**src/rtl/imm_pkg.sv**
```systemverilog
// Shared constants and payload type for the immediate-decode pipeline.
package imm_pkg;

    localparam int unsigned INST_W = 32;
    localparam int unsigned FMT_W  = 6;
    localparam int unsigned OPC_W  = 7;

    // One-hot instruction formats, bit order {J,U,B,S,I,R}
    localparam logic [FMT_W-1:0] FMT_R = 6'b000001;
    localparam logic [FMT_W-1:0] FMT_I = 6'b000010;
    localparam logic [FMT_W-1:0] FMT_S = 6'b000100;
    localparam logic [FMT_W-1:0] FMT_B = 6'b001000;
    localparam logic [FMT_W-1:0] FMT_U = 6'b010000;
    localparam logic [FMT_W-1:0] FMT_J = 6'b100000;

    localparam logic [OPC_W-1:0] OP_OP     = 7'b0110011;
    localparam logic [OPC_W-1:0] OP_IMM    = 7'b0010011;
    localparam logic [OPC_W-1:0] OP_LOAD   = 7'b0000011;
    localparam logic [OPC_W-1:0] OP_JALR   = 7'b1100111;
    localparam logic [OPC_W-1:0] OP_SYS    = 7'b1110011;
    localparam logic [OPC_W-1:0] OP_STORE  = 7'b0100011;
    localparam logic [OPC_W-1:0] OP_BRANCH = 7'b1100011;
    localparam logic [OPC_W-1:0] OP_LUI    = 7'b0110111;
    localparam logic [OPC_W-1:0] OP_AUIPC  = 7'b0010111;
    localparam logic [OPC_W-1:0] OP_JAL    = 7'b1101111;

    typedef struct packed {
        logic [INST_W-1:0] inst;
        logic [FMT_W-1:0]  format;
        logic              illegal;
    } dec_info_t;

endpackage

```
**src/rtl/imm_decode.sv**
```systemverilog
// Combinational opcode-driven format decode and sign-extended immediate generation.
module imm_decode
    import imm_pkg::*;
#(
    parameter int unsigned XLEN = 32
) (
    input  logic [INST_W-1:0] i_inst,
    output logic [FMT_W-1:0]  o_format,
    output logic [XLEN-1:0]   o_immediate,
    output logic              o_illegal
);

    logic [INST_W-1:0] imm32;

    always_comb begin
        o_format  = '0;
        o_illegal = 1'b0;
        imm32     = '0;
        case (i_inst[OPC_W-1:0])
            OP_OP: o_format = FMT_R;
            OP_IMM, OP_LOAD, OP_JALR, OP_SYS: begin
                o_format = FMT_I;
                imm32    = {{20{i_inst[31]}}, i_inst[31:20]};
            end
            OP_STORE: begin
                o_format = FMT_S;
                imm32    = {{20{i_inst[31]}}, i_inst[31:25], i_inst[11:7]};
            end
            OP_BRANCH: begin
                o_format = FMT_B;
                imm32    = {{19{i_inst[31]}}, i_inst[31], i_inst[7], i_inst[30:25],
                            i_inst[11:8], 1'b0};
            end
            OP_LUI, OP_AUIPC: begin
                o_format = FMT_U;
                imm32    = {i_inst[31:12], 12'b0};
            end
            OP_JAL: begin
                o_format = FMT_J;
                imm32    = {{11{i_inst[31]}}, i_inst[31], i_inst[19:12], i_inst[20],
                            i_inst[30:21], 1'b0};
            end
            default: o_illegal = 1'b1;
        endcase
    end

    // All formats are already sign-extended to 32 bits; widen from bit 31 for RV64
    if (XLEN > INST_W) begin : g_wide
        assign o_immediate = {{(XLEN-INST_W){imm32[INST_W-1]}}, imm32};
    end else begin : g_narrow
        assign o_immediate = XLEN'(imm32);
    end

endmodule

```
**src/rtl/imm_decode_pipe.sv**
```systemverilog
// Elastic immediate-generation stage: decode at the input, then DEPTH valid/ready register stages.
module imm_decode_pipe
    import imm_pkg::*;
#(
    parameter int unsigned XLEN  = 32,
    parameter int unsigned DEPTH = 2,
    parameter int unsigned CNT_W = 16
) (
    input  logic              i_clk,
    input  logic              i_rst_n,
    input  logic              i_flush,
    input  logic              i_valid,
    output logic              o_ready,
    input  logic [INST_W-1:0] i_inst,
    output logic              o_valid,
    input  logic              i_ready,
    output logic [INST_W-1:0] o_inst,
    output logic [FMT_W-1:0]  o_format,
    output logic [XLEN-1:0]   o_immediate,
    output logic              o_illegal,
    output logic [CNT_W-1:0]  o_illegal_cnt
);

    logic [FMT_W-1:0] dec_fmt;
    logic [XLEN-1:0]  dec_imm;
    logic             dec_ill;
    dec_info_t        dec_info;

    imm_decode #(.XLEN(XLEN)) u_decode (
        .i_inst      (i_inst),
        .o_format    (dec_fmt),
        .o_immediate (dec_imm),
        .o_illegal   (dec_ill)
    );

    assign dec_info = '{inst: i_inst, format: dec_fmt, illegal: dec_ill};

    logic [DEPTH-1:0] v_q;
    logic [DEPTH:0]   rdy;
    dec_info_t        info_q [DEPTH];
    logic [XLEN-1:0]  imm_q  [DEPTH];
    logic             accept;

    // Ready ripples back from the consumer; a stage can take data if empty or draining
    always_comb begin
        rdy        = '0;
        rdy[DEPTH] = i_ready;
        for (int k = int'(DEPTH) - 1; k >= 0; k--) begin
            rdy[k] = ~v_q[k] | rdy[k+1];
        end
    end

    assign o_ready = rdy[0] & ~i_flush;
    assign accept  = i_valid & o_ready;

    for (genvar k = 0; k < int'(DEPTH); k++) begin : g_stage
        logic            in_v;
        dec_info_t       in_info;
        logic [XLEN-1:0] in_imm;
        logic            v_r;
        dec_info_t       info_r;
        logic [XLEN-1:0] imm_r;

        if (k == 0) begin : g_head
            assign in_v    = accept;
            assign in_info = dec_info;
            assign in_imm  = dec_imm;
        end else begin : g_body
            assign in_v    = v_q[k-1];
            assign in_info = info_q[k-1];
            assign in_imm  = imm_q[k-1];
        end

        // Data only moves with a valid entry so an empty stage keeps its contents
        always_ff @(posedge i_clk or negedge i_rst_n) begin
            if (!i_rst_n) begin
                v_r    <= 1'b0;
                info_r <= '0;
                imm_r  <= '0;
            end else begin
                if (i_flush) begin
                    v_r <= 1'b0;
                end else if (rdy[k]) begin
                    v_r <= in_v;
                end
                if (rdy[k] && in_v) begin
                    info_r <= in_info;
                    imm_r  <= in_imm;
                end
            end
        end

        assign v_q[k]    = v_r;
        assign info_q[k] = info_r;
        assign imm_q[k]  = imm_r;
    end

    logic [CNT_W-1:0] cnt_q;

    always_ff @(posedge i_clk or negedge i_rst_n) begin
        if (!i_rst_n) begin
            cnt_q <= '0;
        end else if (accept && dec_ill && (cnt_q != '1)) begin
            cnt_q <= cnt_q + CNT_W'(1);
        end
    end

    assign o_valid       = v_q[DEPTH-1];
    assign o_inst        = info_q[DEPTH-1].inst;
    assign o_format      = info_q[DEPTH-1].format;
    assign o_illegal     = info_q[DEPTH-1].illegal;
    assign o_immediate   = imm_q[DEPTH-1];
    assign o_illegal_cnt = cnt_q;

endmodule

```
**config.mk**
```make
export PLATFORM = sky130hd
export DESIGN_NAME = imm_decode_pipe
export DESIGN_NICKNAME = d
export VERILOG_FILES = /design/src/rtl/imm_pkg.sv /design/src/rtl/imm_decode.sv /design/src/rtl/imm_decode_pipe.sv
export SDC_FILE = /design/constraint.sdc
export NUM_CORES = 1
export LEC_CHECK = 0
export CAP_MARGIN = 20
export CORE_ASPECT_RATIO = 1.5
export CORE_MARGIN = 2
export CORE_UTILIZATION = 50
export CTS_CLUSTER_DIAMETER = 40
export DETAILED_ROUTE_END_ITERATION = 10
export DONT_BUFFER_PORTS = 1
export PLACE_DENSITY_LB_ADDON = 0.3
export RECOVER_POWER = 50
export SYNTH_ARGS = -nofsm -noshare
export SYNTH_HDL_FRONTEND = slang
export SYNTH_SLANG_ARGS = --single-unit
```
**constraint.sdc**
```tcl
create_clock -name i_clk -period 2 [get_ports i_clk]
set_input_delay 0.3 -clock i_clk [delete_from_list [all_inputs] [get_ports i_clk]]
set_output_delay 0.3 -clock i_clk [all_outputs]
set_load 0.02 [all_outputs]
```
== After elaboration in Yosys (flattened, before gate mapping) ==
Cells that the tools add are included.

* Register bits: 160
* Output and inout bits: 89
* Input bits: 37
* Logic and storage cells: 46

* Equality and inequality tests: 11
* Bitwise operators: 7
* $add $sub $neg: 1
* Reduce and logical (&&, ||, !) cells: 9
* Mux-type cells: 7

{| class="wikitable"
|+ Operators by type and width
! kind !! number
|-
| 32-bit one-hot mux with 5 select lines || 1
|-
| 6-bit one-hot mux with 6 select lines || 1
|-
| 7-bit equality test, second input constant || 4
|-
| 7-bit by 6-bit equality test with 1-bit output, second input constant || 3
|-
| 16-bit by 1-bit adder with 16-bit output, second input constant || 1
|-
| 16-bit != test, second input constant || 1
|-
| 7-bit by 5-bit equality test with 1-bit output, second input constant || 2
|-
| 10-bit OR reduction || 1
|-
| 7-bit by 2-bit equality test with 1-bit output, second input constant || 1
|-
| 1-bit two-way mux || 5
|-
| 1-bit logical AND || 4
|-
| 2-bit nonzero test || 2
|-
| 4-bit OR reduction || 1
|-
| 1-bit NOT || 3
|-
| 1-bit AND || 2
|-
| 1-bit OR || 2
|-
| 2-bit OR reduction || 1
|}

== Depth between registers and ports, before layout ==
Gate-level depths: netlist of run 1.

* Depth in word-level cells: 7
* Depth in mapped cells: 7
* Depth with buffers taken out: 6

== By module ==
From an unflattened synthesis of run 1, not the netlist that was laid out.

* Cells, all modules: 454
* Area total of the unflattened synthesis: 6742.7 um2

{| class="wikitable"
|+ Modules (own cells, without submodules)
! module !! times used !! cells an instance !! sequential area each (um2) !! area an instance (um2)
|-
| imm_decode_pipe || 1 || 387 || 4003.8 || 6207.2
|-
| imm_decode || 1 || 67 || 0.0 || 535.5
|}

== Worst setup path after synthesis of run 1 ==
OpenSTA, ideal clock, no wires.

* Kind: register to register
* Start: register cnt_q[0], in the netlist o_illegal_cnt[0]
* End: register cnt_q[1], in the netlist o_illegal_cnt[1]
* Path slack: 0.024 ns
* Arrival: 1.851 ns
* Cell stages (with the launch flop): 7
* Library setup time: 0.125 ns
* Clock period less this slack: 1.976 ns
* Path buffers: 0
* Required time: 1.875 ns
* Cell sequence: dfrtp_1 -> ha_1 -> and4_4 -> nand4_4 -> nor3_4 -> nor2_2 -> mux2_4

* Longest elaborated chain between the ends: 2
* Elaborated cells between the ends (all ways): 3
* Those cells by class: 1 x add/sub; 1 x eq/ne; 1 x reduce/logical

{| class="wikitable"
|+ Ends and longest elaborated chain
! what !! line !! RTL
|-
| start, declared || imm_decode_pipe.sv:98 || <nowiki>logic [CNT_W-1:0] cnt_q;</nowiki>
|-
| start signal, assigned || imm_decode_pipe.sv:104 || <nowiki>cnt_q <= cnt_q + CNT_W'(1);</nowiki>
|-
| parallel branches: the longest is 2 deep, another holds 16-bit by 1-bit adder with 16-bit output || n/a ||
|}

Parallel ways; which one is timed is not known.
A chain may end at the register's enable or synchronous reset.

== Final worst setup path of run 1 ==
* Start: register g_stage[0].v_r
* End: register cnt_q[6], in the netlist o_illegal_cnt[6]

* Longest elaborated chain between the ends: 6

{| class="wikitable"
|+ Ends and longest elaborated chain
! what !! line !! RTL
|-
| start, declared || imm_decode_pipe.sv:60 || <nowiki>logic v_r;</nowiki>
|-
| start signal, assigned || imm_decode_pipe.sv:84 || <nowiki>v_r <= in_v;</nowiki>
|-
| 1-bit NOT || imm_decode_pipe.sv:49 || <nowiki>rdy[k] = ~v_q[k] | rdy[k+1];</nowiki>
|-
| 1-bit OR || imm_decode_pipe.sv:49 ||
|-
| 1-bit AND || imm_decode_pipe.sv:53 || <nowiki>assign o_ready = rdy[0] & ~i_flush;</nowiki>
|-
| 1-bit AND || imm_decode_pipe.sv:54 || <nowiki>assign accept = i_valid & o_ready;</nowiki>
|-
| 1-bit logical AND (2 in series) || imm_decode_pipe.sv:103 || <nowiki>end else if (accept && dec_ill && (cnt_q != '1)) begin</nowiki>
|}

No other way between the ends.

==> results of run 1 <==
[cell usage after synthesis, drive strengths merged]
master | instances | area [sq um]
inv | 6 | 22.5
and4 | 1 | 11.3
nand2 | 130 | 488
xor2 | 14 | 123
a21o | 2 | 15.0
o31ai | 3 | 36.3
o22ai | 1 | 6.26
a221o | 11 | 110
o211ai | 1 | 7.51
o21ai | 16 | 91.3
nand2b | 4 | 25.0
nor4b | 4 | 60.1
and4bb | 1 | 16.3
a22o | 6 | 52.6
a221oi | 5 | 50.0
nor3b | 3 | 32.5
a31oi | 3 | 18.8
mux2 | 73 | 826
a22oi | 1 | 7.51
a32oi | 1 | 8.76
nor2b | 1 | 6.26
xnor2 | 1 | 8.76
a41oi | 1 | 8.76
dfrtp | 160 | 4000
clkbuf | 12 | 45.0
nor3 | 8 | 82.6
and2 | 2 | 12.5
mux2i | 2 | 20.0
buf | 16 | 91.3
a21oi | 11 | 55.1
nor2 | 22 | 90.1
and3b | 1 | 8.76
nand3 | 14 | 70.1
nor4 | 5 | 50.1
ha | 1 | 12.5
and3 | 1 | 6.26
nand4 | 3 | 33.8
[layer usage]
| layer | GRT usage [%] | vias up | wire (microns) |
|---|---|---|---|
| li1 | - | 1993 | - |
| met1 | 26.0 | 2159 | 5870 |
| met2 | 37.1 | 154 | 7730 |
| met3 | 7.11 | 32 | 1090 |
| met4 | 8.48 | 0 | 377 |
| met5 | 0 | - | 0 |
[power by group]
| part | switching, W | internal [W] | total (W) | leakage [nW] |
|---|---|---|---|---|
| sequential | 0.000505 | 0.00361 | 0.00411 | 2.09 |
| clock | 0.00125 | 0.00181 | 0.00306 | 0.269 |
| combinational | 0.000430 | 0.000446 | 0.000876 | 1.43 |
| total | 0.00219 | 0.00586 | 0.00805 | 3.79 |
[final timing paths]
| kind | to | cells past startpoint | start |
|---|---|---|---|
| max | o_illegal_cnt[6]$_DFFE_PN0P_ | 6 | g_stage[0].v_r$_DFFE_PN0P_ |
| min in group i_clk | g_stage[0].info_r[6]$_DFFE_PN0P_ | 2 | i_inst[3] |
| min | o_immediate[22]$_DFFE_PN0P_ | 0 | i_rst_n |
| min reg2reg | g_stage[0].info_r[36]$_DFFE_PN0P_ | 2 | g_stage[0].info_r[36]$_DFFE_PN0P_ |
| max reg2reg | o_illegal_cnt[6]$_DFFE_PN0P_ | 6 | g_stage[0].v_r$_DFFE_PN0P_ |
| max in group asynchronous | o_inst[5]$_DFFE_PN0P_ | 0 | i_rst_n |
[cells by family (layout without fill, tap and decap cells)]
group	count (synthesis)	after routing	synth area share, %
multiplexers	75	75	12.8
adder cells (fa/ha/maj)	1	1	0.189
AO/OA/AOI/OAI	62	62	7.08
XOR/XNOR	15	15	1.99
flip-flops	160	160	60.5
buffers and inverters	34	95	2.40
AND/OR/NAND/NOR	200	200	15.0
[cell type report]
cell class,count,area share (%)
clock inverters,9,1.04
clock buffers,23,6.12
well taps,159,2.55
repair buffers,57,7.06
flip-flops and latches,160,51.2
inverters,6,0.288
multi-input cells,353,31.7
[registers in the layout, indices dropped and copies added, names as in the netlist]
signal          flops
g_stage.v_r         1
g_stage.info_r     39
o_illegal           1
o_immediate        32
o_inst             32
o_illegal_cnt      16
o_format            6
g_stage.imm_r      32
o_valid             1
[stage by stage]
stage	area [sq um]	total power [W]
global placement	6920	0.00493
floorplan	6610	0.00470
detailed placement	6920	0.00498
CTS	7760	0.00810
global route	7810	0.00841
finish	7810	0.00805
[critical path: stages, from the launching register on]
cell,delay (ps)
dfrtp_1,420
and3b_1,260
nor3b_4,350
o21ai_4,210
buf_4,220
nor3_2,170
xor2_1,180
[timing repair]
| item | CTS | global route |
|---|---|---|
| endpoints found under the hold margin | 189 | 161 |
| hold buffers | 28 | 1 |
| endpoints found under the setup margin | 0 | 6 |
| setup buffers | 0 | 3 |
==> impl_metrics.toml, run 1 <==
[run_status]
run_status = "finished with violations"
violations = "negative hold slack"

[finish]
multiInputGateArea_sq_um = 2480
mostFrequentLayoutCell = "dfrtp_1"
utilization_pct = 60.3
fill_cells = 1031
drive_above_1_share_pct = 25.7
diodes = 0
area_growth_pct = 18.1
layout_common_cells = "dfrtp_1, nand2_1, mux2_2, dlygate4sd3_1, buf_4"
regArea_sq_um = 4000
nets = 633
instances_no_fill = 767

[yosys]
ys_seq_area_share_pct = 60.5
synth_warnings = 0
netlist_area_sq_um = 6610
ys_ff_latch = 160
synth.distinct_cells = 51
syn-num-nets = 585
syn_inst = 547
syn_area_per_cell_sq_um = 12.1

[global_route]
grt_max_degree = 161
antenna_found_initial = 0
overflow = 0
grt_pass1_vias = 4451
grt_pass1_wl_microns = 24000
grt_use_total_pct = 21.9

[routing]
first_pass_iters = 5
ant_nets = 0
drt_wl_total_microns = 15100
vias_per_cell = 5.66
routedWlPerCell_microns = 19.6
dr.first_iter.drc_count = 241
vias = 4338
drcViolationCount = 0

[placed_design]
detailed_place_hpwl_microns = 9750
io_buffers = 0
place_inst = 702
pre_cts_ws_ps = 143
gp_congestion = 0.813

[clock_tree]
insertion_delay_ps = 420
cts_max_level = 4
cts.clk_slew.worst_paths_ps = 70
cts_resized = 0
clockBufferDepth = 2
clock-sinks = 160
root_buffer = "clkbuf_16"
cts_tree = "built"
cts_made_buffers = 17

[power_and_ir_drop]
vdd_ir_drop_max_uv = 649
p_leak_nw = 3.79
power_density_nw_per_um2 = 1030

[sta]
clock.fmax_mhz = 527
maxSlewViolCount = 0
tns_ps = 0
fin_crit_ps = 1900
holdWs_ps = -416
hold_viol = 160
worst_slack_ps = 102
slew_headroom_pct = 61.4
worst_slew_pin_slew_ps = 577
fin_crit_sh_pct = 94.9
fin_skew_ps = 11.7
setup_viol = 0

[floorplan]
start_util_pct = 51.1
die_y_microns = 145
pin_count = 126
die_w_microns = 97.9
rows = 51
core-area_sq_um = 13000
dieArea_sq_um = 14200

[worst_setup_path]
crit_path_end_kind = "flop"
critical_path_class = "reg -> reg"
cp.arrival_ps = 2230
rrSetupSlack_ps = 100
start_kind = "flop"
worstPathMaxFanout = 13
cp.required_ps = 2330

[run]
maxCapViolations = 0

[hold_path]
min-delay-path-class = "in -> async"
No activity file was read; power rests on OpenSTA's default activity.
==> run 2, diff against run 1 <==
- MAX_ROUTING_LAYER: not set -> met4
==> impl_metrics.toml, run 2 (synthesis results as in run 1) <==
[global_route]
grt_use_total_pct = 22.5
antenna_found_initial = 0
grt_max_degree = 161
grt_pass1_wl_microns = 24100
overflow = 0
grt_pass1_vias = 4450

[power_and_ir_drop]
vdd_ir_drop_max_uv = 648
p_leak_nw = 3.79
power_density_nw_per_um2 = 1030

[finish]
drive_above_1_share_pct = 25.7
fill_cells = 1031
instances_no_fill = 767
mostFrequentLayoutCell = "dfrtp_1"
nets = 633
area_growth_pct = 18.1
largest_reg_flops = 39
layout_common_cells = "dfrtp_1, nand2_1, mux2_2, dlygate4sd3_1, buf_4"
diodes = 0
top_register = "g_stage.info_r"

[placed_design]
io_buffers = 0
gp_congestion = 0.825
detailed_place_hpwl_microns = 9750
place_inst = 702

[sta]
fin_crit_sh_pct = 94.7
holdWs_ps = -418
clock.fmax_mhz = 528
slew_headroom_pct = 61.6
hold_viol = 160
worst_slew_pin_slew_ps = 574
maxSlewViolCount = 0
fin_skew_ps = 15.1
fin_crit_ps = 1890
setup_viol = 0

[routing]
dr_wl_met2_microns = 7810
drt_wl_total_microns = 15000
vias = 4321
wl_met1_microns = 5900
highest_layer = "met4"
routedWlPerCell_microns = 19.6
wl_met3_microns = 1050
dr.first_iter.drc_count = 219
ant_nets = 0
vias_per_cell = 5.63
first_pass_iters = 5
drcViolationCount = 0

[clock_tree]
cts_resized = 0
cts_tree = "built"
cts_max_level = 4
cts_made_buffers = 17
clockBufferDepth = 2
insertion_delay_ps = 420
root_buffer = "clkbuf_16"
clock-sinks = 160
cts.clk_slew.worst_paths_ps = 70

[worst_setup_path]
critical_path_class = "reg -> reg"
crit_path_end_kind = "flop"
worstPathMaxFanout = 13
start_kind = "flop"
cp.arrival_ps = 2230
cp.required_ps = 2330

[hold_path]
min-delay-path-class = "in -> async"

[floorplan]
die_y_microns = 145
core-area_sq_um = 13000
die_w_microns = 97.9
start_util_pct = 51.1
rows = 51
dieArea_sq_um = 14200
pin_count = 126

[run_status]
violations = "negative hold slack"
run_status = "finished with violations"

[run]
maxCapViolations = 0
run 2: worst paths after layout:
| check | start | endpoint | slack, ps | cells past startpoint |
|---|---|---|---|---|
| worst max register to register | g_stage[0].v_r$_DFFE_PN0P_ | o_illegal_cnt[6]$_DFFE_PN0P_ | 110 | 6 |
| worst max-delay path | g_stage[0].v_r$_DFFE_PN0P_ | o_illegal_cnt[6]$_DFFE_PN0P_ | 110 | 6 |
| max in group asynchronous | i_rst_n | o_inst[5]$_DFFE_PN0P_ | 2220 | 0 |
| worst min register to register | g_stage[0].info_r[7]$_DFFE_PN0P_ | g_stage[0].info_r[7]$_DFFE_PN0P_ | 470 | 2 |
| min in group i_clk | i_inst[3] | g_stage[0].info_r[6]$_DFFE_PN0P_ | 20 | 2 |
| worst min-delay path | i_rst_n | o_immediate[25]$_DFFE_PN0P_ | -420 | 0 |
run 2: critical path: stages (launching register included):
cell and delay [ps]:
dfrtp_1 420, and3b_1 260, nor3b_4 350, o21ai_4 210, buf_4 220, nor3_2 170, xor2_1 180
run 2: layer usage:
metal | vias up | track usage [%]
met5 | - | -
met3 | 26 | 7.16
met2 | 158 | 37.2
met1 | 2141 | 26.0
li1 | 1996 | -
met4 | 0 | 8.26
run 2: where the power goes:
part	total, W	switching [W]	internal (W)
logic	0.000876	0.000430	0.000446
registers	0.00411	0.000504	0.00361
clock network	0.00306	0.00125	0.00181
total	0.00804	0.00219	0.00586
run 2: what timing repair did:
| action | 4_1_cts | 5_1_grt |
|---|---|---|
| setup endpoints to repair | 0 | 6 |
| buffers inserted | 0 | 3 |
| endpoints found under the hold margin | 189 | 161 |
| hold buffers | 28 | 1 |
run 2: per-stage QoR:
step	setup WS, ps	total power, W	setup TNS (ps)	utilization (%)	instance area (sq um)
global route	-5.71	0.00841	-5.71	60.3	7810
global placement	220	0.00493	0	53.4	6920
finish	105	0.00804	0	60.3	7810
floorplan	23.5	0.00470	0	-	6610
CTS	122	0.00810	0	59.9	7760
detailed placement	143	0.00498	0	53.4	6920
run 2: area by class of cell:
type	count	area, sq um	area share [%]
timing repair buffer	57	552	7.06
tap	159	199	2.55
inverter	6	22.5	0.288
clock inverter	9	81.3	1.04
clock buffer	23	478	6.12
multi-input combinational	353	2480	31.7
sequential	160	4000	51.2
